`src/rtl/fb_access_scheduler.sv`:
```
// fb_access_scheduler: shares the single-port frame-buffer RAM between scanout reads and posted FFT writes
// Ports:
//   clk_25m, rst                         pixel clock, async active-high reset
//   vid_req/vid_addr -> vid_rdata/rvalid  scanout reads, fixed 3-cycle latency, strict priority
//   wr_valid/wr_ready/wr_addr/wr_data     writer words into the posted-write queue
//   mem_en/mem_we/mem_addr/mem_wdata      registered RAM port; mem_rdata returns one cycle after a read
//   wq_level, wr_starved                  queue occupancy and sticky starvation flag
module fb_access_scheduler #(
  parameter int ADDR_W       = 15,
  parameter int DATA_W       = 8,
  parameter int WQ_DEPTH     = 4,
  parameter int STARVE_LIMIT = 1024
) (
  input  logic                         clk_25m,
  input  logic                         rst,
  input  logic                         vid_req,
  input  logic [ADDR_W-1:0]            vid_addr,
  output logic [DATA_W-1:0]            vid_rdata,
  output logic                         vid_rvalid,
  input  logic                         wr_valid,
  output logic                         wr_ready,
  input  logic [ADDR_W-1:0]            wr_addr,
  input  logic [DATA_W-1:0]            wr_data,
  output logic                         mem_en,
  output logic                         mem_we,
  output logic [ADDR_W-1:0]            mem_addr,
  output logic [DATA_W-1:0]            mem_wdata,
  input  logic [DATA_W-1:0]            mem_rdata,
  output logic [$clog2(WQ_DEPTH):0]    wq_level,
  output logic                         wr_starved
);
  localparam int PTR_W = $clog2(WQ_DEPTH);
  localparam int LVL_W = PTR_W + 1;
  localparam int SC_W  = $clog2(STARVE_LIMIT + 1);
  logic [ADDR_W-1:0] r_q_addr [WQ_DEPTH];
  logic [DATA_W-1:0] r_q_data [WQ_DEPTH];
  logic [PTR_W-1:0]  r_wp, r_rp;
  logic [LVL_W-1:0]  r_level;
  logic              r_wr_ready;
  logic              r_mem_en, r_mem_we;
  logic [ADDR_W-1:0] r_mem_addr;
  logic [DATA_W-1:0] r_mem_wdata;
  logic              r_rd_p1, r_rd_p2;
  logic              r_vid_rvalid;
  logic [DATA_W-1:0] r_vid_rdata;
  logic [SC_W-1:0]   r_starve_cnt;
  logic              r_starved;
  logic              w_full, w_empty, w_push, w_pop, w_blocked;
  logic [LVL_W-1:0]  w_level_nxt;
  logic [SC_W-1:0]   w_starve_nxt;
  assign w_full       = r_level == LVL_W'(WQ_DEPTH);
  assign w_empty      = r_level == '0;
  // wr_ready is already low when full, so a full queue never pushes even while it pops
  assign w_push       = wr_valid && r_wr_ready;
  assign w_pop        = !vid_req && !w_empty;
  assign w_level_nxt  = r_level + LVL_W'(w_push) - LVL_W'(w_pop);
  assign w_blocked    = w_full && vid_req;
  assign w_starve_nxt = !w_blocked ? '0
                      : (r_starve_cnt == SC_W'(STARVE_LIMIT)) ? r_starve_cnt
                      : r_starve_cnt + 1'b1;
  // queue storage needs no reset: pointers and level define what is valid
  always_ff @(posedge clk_25m) begin
    if (w_push) begin
      r_q_addr[r_wp] <= wr_addr;
      r_q_data[r_wp] <= wr_data;
    end
  end
  always_ff @(posedge clk_25m or posedge rst) begin
    if (rst) begin
      r_wp         <= '0;
      r_rp         <= '0;
      r_level      <= '0;
      r_wr_ready   <= 1'b0;
      r_mem_en     <= 1'b0;
      r_mem_we     <= 1'b0;
      r_mem_addr   <= '0;
      r_mem_wdata  <= '0;
      r_rd_p1      <= 1'b0;
      r_rd_p2      <= 1'b0;
      r_vid_rvalid <= 1'b0;
      r_vid_rdata  <= '0;
      r_starve_cnt <= '0;
      r_starved    <= 1'b0;
    end else begin
      r_level    <= w_level_nxt;
      r_wr_ready <= w_level_nxt < LVL_W'(WQ_DEPTH);
      if (w_push) r_wp <= r_wp + 1'b1;
      if (w_pop) r_rp <= r_rp + 1'b1;
      r_mem_en <= vid_req || w_pop;
      r_mem_we <= w_pop;
      if (vid_req) r_mem_addr <= vid_addr;
      else if (w_pop) begin
        r_mem_addr  <= r_q_addr[r_rp];
        r_mem_wdata <= r_q_data[r_rp];
      end
      // read tag follows the access: RAM port stage, RAM data stage, output register
      r_rd_p1      <= vid_req;
      r_rd_p2      <= r_rd_p1;
      r_vid_rvalid <= r_rd_p2;
      if (r_rd_p2) r_vid_rdata <= mem_rdata;
      r_starve_cnt <= w_starve_nxt;
      if (w_starve_nxt == SC_W'(STARVE_LIMIT)) r_starved <= 1'b1;
    end
  end
  assign vid_rdata  = r_vid_rdata;
  assign vid_rvalid = r_vid_rvalid;
  assign wr_ready   = r_wr_ready;
  assign mem_en     = r_mem_en;
  assign mem_we     = r_mem_we;
  assign mem_addr   = r_mem_addr;
  assign mem_wdata  = r_mem_wdata;
  assign wq_level   = r_level;
  assign wr_starved = r_starved;
endmodule

```
`config.mk`:
```
export PLATFORM = sky130hd
export DESIGN_NAME = fb_access_scheduler
export DESIGN_NICKNAME = d
export VERILOG_FILES = /design/src/rtl/fb_access_scheduler.sv
export SDC_FILE = /design/constraint.sdc
export NUM_CORES = 1
export LEC_CHECK = 0
export CORE_MARGIN = 8
export CORE_UTILIZATION = 35
export CTS_CLUSTER_DIAMETER = 60
export DETAILED_ROUTE_END_ITERATION = 10
export HOLD_SLACK_MARGIN = 0.12
export MAX_ROUTING_LAYER = met4
export RECOVER_POWER = 50
export SYNTH_ARGS = -nofsm -noshare
export SYNTH_HDL_FRONTEND = slang
export SYNTH_SLANG_ARGS = --single-unit
```
`constraint.sdc`:
```
create_clock -name clk_25m -period 2.6 [get_ports clk_25m]
set_clock_uncertainty 0.2 [all_clocks]
set_input_delay 0.26 -clock clk_25m [delete_from_list [all_inputs] [get_ports clk_25m]]
set_output_delay 0.26 -clock clk_25m [all_outputs]
set_load 0.05 [all_outputs]
```
==> results.json, run 1 <==
{
  "status": "finished clean",
  "postCtsHoldBufs": 1,
  "cp-start-kind": "register",
  "synth_seq_area_share": 0.705,
  "critPathBufInv": 3,
  "die_h_um": 146,
  "powerDensity_nw_per_um2": 1090,
  "synth_area_um2": 5910,
  "clock.fmax_mhz": 429,
  "cts_resized": 0,
  "dp_slack_ps": 4.97,
  "synth_seq_cells": 148,
  "ios": 89,
  "crit_chain": "nor3_1, nor2_1, ha_1, inv_1, ha_1, inv_1, fa_1, xnor2_1, xnor2_1, inv_1",
  "clkLatencyLatePin_ps": 420,
  "grt_pass1_vias": 3560,
  "synth_nets": 405,
  "drive_above_1_share": 0.192,
  "peakVddDrop_uv": 617,
  "cts_num_sinks": 148,
  "cts_tree": "yes",
  "synth-adder-area-share": 0.0203,
  "ys_types": 42,
  "grt_max_degree": 38,
  "drt-total-wl_um": 12000,
  "hold_viol": 0,
  "synth-simple-area-share": 0.0572,
  "area_delta_synth_final_pct": 29.9,
  "rsz0062_at_grt": "no",
  "die_area_um2": 21300,
  "globalplace.congestion": 0.808,
  "avgViaCountPerCell": 4.65,
  "netlist_instances": 346,
  "synthMuxAreaShare": 0.146,
  "grt_antenna_before_repair": 3,
  "cp_max_fo": 6,
  "final_max_slew_viol_count": 0,
  "synth_edf_count": 92,
  "grt_use_total": 0.123,
  "start_util": 0.357,
  "globalRouteOverflowTotal": 0,
  "wl_per_cell_um": 17.4,
  "cap_violations": 0,
  "final.setup.tns_ps": 0,
  "clockBufferDepth": 2,
  "ant_nets": 0,
  "die_x_um": 146,
  "route.detailed.drc": 0,
  "cp.required_ps": 2700,
  "p_leak_uw": 0.00280,
  "htreeDepth": 4,
  "path_common_cell": "inv_1",
  "vias": 3193,
  "cp-end-kind": "register",
  "dp_hpwl_um": 8040,
  "drtIter0Drc": 199,
  "dr.pass1.iters": 4,
  "crit_family": "adder cells",
  "finalSetupViolCount": 0,
  "slew-limit-headroom": 0.425,
  "clkTransAtPathRegs_ps": 60,
  "worst_path_max_delay_cell": "dfrtp_1",
  "synthFlopType": "edfxtp_1",
  "num-nets-final": 510,
  "syn_avg_cell_area_um2": 17.1,
  "core_area_um2": 16500,
  "holdWs_ps": 148,
  "post-cts-setup-buffers": 0,
  "min_period_ps": 2330,
  "worst_pin_slew_ps": 861,
  "row_count": 47,
  "grt_pass1_wl_um": 19500,
  "period_share": 0.897,
  "min_path_type": "register to register",
  "async_flop_share": 0.378,
  "fillerInstances": 1426,
  "synthXorXnorAreaFrac": 0.0237,
  "worst_slack_ps": 267,
  "ctsRootBufferMaster": "clkbuf_16",
  "final_cell_mix": "edfxtp_1, clkdlybuf4s50_1, dfrtp_1",
  "synth_top_family_by_area": "multiplexers",
  "cp_slowest_stage_delay_ps": 460,
  "numCtsBuffers": 17,
  "synth-compound-area-share": 0.0269,
  "final_common_cell": "edfxtp_1",
  "arrival_ps": 2430,
  "portBuffers": 88,
  "synth_warnings": 0,
  "path_class": "register to register"
}
worst register-to-register path, stage by stage (launching register included):
cell and delay (ps):
dfrtp_1 460, nor3_1 210, nor2_1 80, ha_1 270
inv_1 50, ha_1 130, inv_1 50, fa_1 370
xnor2_1 180, xnor2_1 160, inv_1 60
routing by layer:
| layer | vias to the layer above | routed length [um] | GRT usage |
|---|---|---|---|
| li1 | 1516 | - | - |
| met1 | 1590 | 5350 | 0.143 |
| met2 | 72 | 5900 | 0.194 |
| met3 | 15 | 517 | 0.0398 |
| met4 | 0 | 206 | 0.0531 |
| met5 | - | 0 | - |
through the flow:
step | power, uW | cells | util | area [um^2]
finish | 8340 | 687 | 0.464 | 7670
global route | 8760 | 687 | 0.464 | 7670
CTS | 8500 | 684 | 0.465 | 7690
detailed placement | 6170 | 651 | 0.431 | 7120
global placement | 6110 | 651 | 0.431 | 7120
floorplan | 5140 | 346 | - | 5910
sequential cells by signal (all words and copies together) (netlist names), 2 cells and up:
name,count
r_q_data,32
wq_level,3
mem_wdata,8
r_q_addr,60
r_rp,2
mem_addr,15
r_wp,2
r_starve_cnt,11
vid_rdata,8
synth_stat cells (2+ instances only):
cell type,n,share of area
a21oi_1,3,0.0025
and3_1,4,0.0042
buf_1,2,0.0013
buf_2,5,0.0042
buf_6,2,0.0038
clkbuf_1,7,0.0044
dfrtp_1,56,0.24
edfxtp_1,92,0.47
ha_1,8,0.017
inv_1,12,0.0076
mux2_2,17,0.032
mux2i_1,15,0.025
mux4_2,23,0.088
nand2_1,23,0.015
nand3_1,3,0.0025
nor2_1,18,0.011
nor3_1,3,0.0025
o21ai_0,15,0.013
xnor2_1,9,0.013
xor2_1,7,0.010
logic make-up (layout without fill, tap and decap cells):
logic type | after synthesis | in the layout
mux | 55 | 55
other cells | 0 | 3
simple gates | 64 | 64
flops | 148 | 148
buf+inv | 28 | 146
compound gates | 26 | 26
fa+ha+maj | 9 | 9
xor+xnor | 16 | 16
layout make-up:
type	count	area [um^2]	area share
sequential	148	4170	0.543
multi-input combinational	170	1620	0.211
timing repair buffer	102	1000	0.130
clock buffer	21	460	0.0600
tap	220	275	0.0359
clock inverter	11	100	0.0130
inverter	12	45.0	0.00587
antenna	3	7.51	0.000978
power by group:
part	leakage, uW	total (uW)	switching [uW]	internal [uW]
Clock	0.000266	2300	931	1370
Combinational	0.00102	2790	1650	1140
Sequential	0.00151	3250	239	3010
Total	0.00280	8340	2820	5520
final timing paths:
path | start | endpoint | slack [ps] | cells past startpoint
setup / recovery | wq_level[1]$_DFF_PP0_ | wr_ready$_DFF_PP0_ | 270 | 10
hold reg to reg | r_rd_p1$_DFF_PP0_ | r_rd_p2$_DFF_PP0_ | 150 | 0
hold / removal | r_rd_p1$_DFF_PP0_ | r_rd_p2$_DFF_PP0_ | 150 | 0
min in group asynchronous | rst | vid_rdata[0]$_DFFE_PP0P_ | 810 | 3
max in group asynchronous | rst | wq_level[0]$_DFF_PP0_ | 660 | 4
setup reg to reg | wq_level[1]$_DFF_PP0_ | wr_ready$_DFF_PP0_ | 270 | 10
Power figures use the tool's default switching activity.
==> inputs of run 2 (changes only) <==
--- a/config.mk
+++ b/config.mk
@@ -5,6 +5,7 @@
 export SDC_FILE = /design/constraint.sdc
 export NUM_CORES = 1
 export LEC_CHECK = 0
+export CAP_MARGIN = 5
 export CORE_MARGIN = 8
 export CORE_UTILIZATION = 35
 export CTS_CLUSTER_DIAMETER = 60
==> results of run 2 <==
No change in the layout: final DEF, timing and power equal those of run 1.
==> inputs of run 3 (changes only) <==
--- a/config.mk
+++ b/config.mk
@@ -6,8 +6,9 @@
 export NUM_CORES = 1
 export LEC_CHECK = 0
 export CAP_MARGIN = 5
-export CORE_MARGIN = 8
+export CORE_MARGIN = 4
 export CORE_UTILIZATION = 35
+export CTS_BUF_LIST = sky130_fd_sc_hd__clkbuf_16
 export CTS_CLUSTER_DIAMETER = 60
 export DETAILED_ROUTE_END_ITERATION = 10
 export HOLD_SLACK_MARGIN = 0.12
==> results.json, run 3 (same netlist as run 1, synthesis figures left out) <==
{
  "clock.fmax_mhz": 426,
  "worst_path_max_delay_cell": "dfrtp_1",
  "clkTransAtPathRegs_ps": 60,
  "drtIter0Drc": 187,
  "wl_met2_um": 5560,
  "grt_pass1_wl_um": 18700,
  "route.detailed.drc": 0,
  "cts_num_sinks": 148,
  "final_common_cell": "edfxtp_1",
  "period_share": 0.902,
  "critPathBufInv": 3,
  "cp_max_fo": 6,
  "path_class": "register to register",
  "vias": 3235,
  "row_count": 47,
  "num-nets-final": 512,
  "portBuffers": 88,
  "die_area_um2": 19000,
  "finalSetupViolCount": 0,
  "cp-start-kind": "register",
  "final.setup.tns_ps": 0,
  "grt_use_total": 0.138,
  "peakVddDrop_uv": 558,
  "final_cell_mix": "edfxtp_1, clkdlybuf4s50_1, dfrtp_1",
  "ios": 89,
  "status": "finished clean",
  "core_area_um2": 16600,
  "top_register": "r_q_addr",
  "hold_viol": 0,
  "top_layer": "met4",
  "cp-end-kind": "register",
  "routed-wl-met3_um": 648,
  "p_leak_uw": 0.00285,
  "ant_nets": 0,
  "cp.required_ps": 2690,
  "largest_reg_flops": 60,
  "clkLatencyLatePin_ps": 420,
  "min_path_type": "register to register",
  "crit_chain": "nor3_1, nor2_1, ha_1, inv_1, ha_1, inv_1, fa_1, xnor2_1, xnor2_1, inv_1",
  "final_max_slew_viol_count": 0,
  "cap_violations": 0,
  "worst_pin_slew_ps": 1090,
  "htreeDepth": 4,
  "clockBufferDepth": 2,
  "ctsRootBufferMaster": "clkbuf_16",
  "path_common_cell": "inv_1",
  "numCtsBuffers": 17,
  "grt_antenna_before_repair": 1,
  "grt_max_degree": 32,
  "p_total_uw": 8490,
  "die_x_um": 138,
  "drive_above_1_share": 0.200,
  "wl_met1_um": 5580,
  "rsz0062_at_grt": "no",
  "cts_tree": "yes",
  "powerDensity_nw_per_um2": 1100,
  "wl_per_cell_um": 17.3,
  "dr.pass1.iters": 4,
  "globalplace.congestion": 0.791,
  "post-cts-setup-buffers": 0,
  "avgViaCountPerCell": 4.71,
  "grt_pass1_vias": 3437,
  "cp_slowest_stage_delay_ps": 460,
  "die_h_um": 138,
  "dp_hpwl_um": 7730,
  "globalRouteOverflowTotal": 0,
  "arrival_ps": 2440,
  "slew-limit-headroom": 0.276,
  "drt-total-wl_um": 11900,
  "area_delta_synth_final_pct": 30.8,
  "min_period_ps": 2350,
  "crit_family": "adder cells",
  "start_util": 0.356
}
-- run 3: cell count changes in the layout (fill, tap and decap cells not counted), moves of 2 or more --
cell       before  now
clkinv_4        0    2
clkinv_2        1    3
diode_2         3    1
inv_6           4    1
inv_1          12   15
buf_4           7   10
clkinv_1        2    0
clkbuf_8        2    0
bufinv_16       1    3
clkbuf_1        4    2
-- run 3: area by class of cell --
type                            count  area [um^2]
Clock inverter                     15          169
Clock buffer                       17          425
Tap cell                          220          275
Sequential cell                   148         4170
Fill cell                        1456         8860
Timing Repair Buffer              104         1020
Inverter                           12         45.0
Antenna cell                        1         2.50
Multi-Input combinational cell    170         1620
-- run 3: metal layers --
metal  up-vias  global-route usage
li1       1522                   -
met2        90               0.209
met5         -                   -
met3        14              0.0414
met1      1609               0.178
met4         0              0.0456
-- run 3: power breakdown --
group / leakage [uW] / switching, uW / internal [uW] / total (uW)
logic: 0.00104 / 1650 / 1150 / 2800
clock network: 0.000299 / 939 / 1500 / 2440
registers: 0.00151 / 247 / 3010 / 3260
-- run 3: through the flow --
stage	cell area (um^2)	hold WS, ps	util	worst slack (ps)	std cells
2_1_floorplan	5910	91.4	-	79.6	346
3_3_place_gp	7130	133	0.430	104	653
3_5_place_dp	7130	150	0.430	63.3	653
4_1_cts	7730	185	0.466	267	686
5_1_grt	7730	184	0.466	98.5	687
6_report	7730	178	0.466	254	687
-- run 3: final timing paths --
kind | startpoint | to | slack, ps | cells after the start
worst min-delay path | r_rd_p1$_DFF_PP0_ | r_rd_p2$_DFF_PP0_ | 180 | 0
max in group asynchronous | rst | r_rp[0]$_DFFE_PP0P_ | 490 | 4
worst max register to register | wq_level[1]$_DFF_PP0_ | wr_ready$_DFF_PP0_ | 250 | 10
min in group asynchronous | rst | r_rd_p2$_DFF_PP0_ | 920 | 3
worst min register to register | r_rd_p1$_DFF_PP0_ | r_rd_p2$_DFF_PP0_ | 180 | 0
worst max-delay path | wq_level[1]$_DFF_PP0_ | wr_ready$_DFF_PP0_ | 250 | 10
-- run 3: timing repair --
action / 4_1_cts / 5_1_grt
hold buffers: 1 / 0
hold endpoints to repair: 21 / 0
resized for setup: 0 / 0
-- run 3: worst reg2reg max path, stage by stage, from the launching register on --
cell	delay [ps]
dfrtp_1	460
nor3_1	210
nor2_1	80
ha_1	270
inv_1	50
ha_1	120
inv_1	50
fa_1	380
xnor2_1	190
xnor2_1	160
inv_1	60
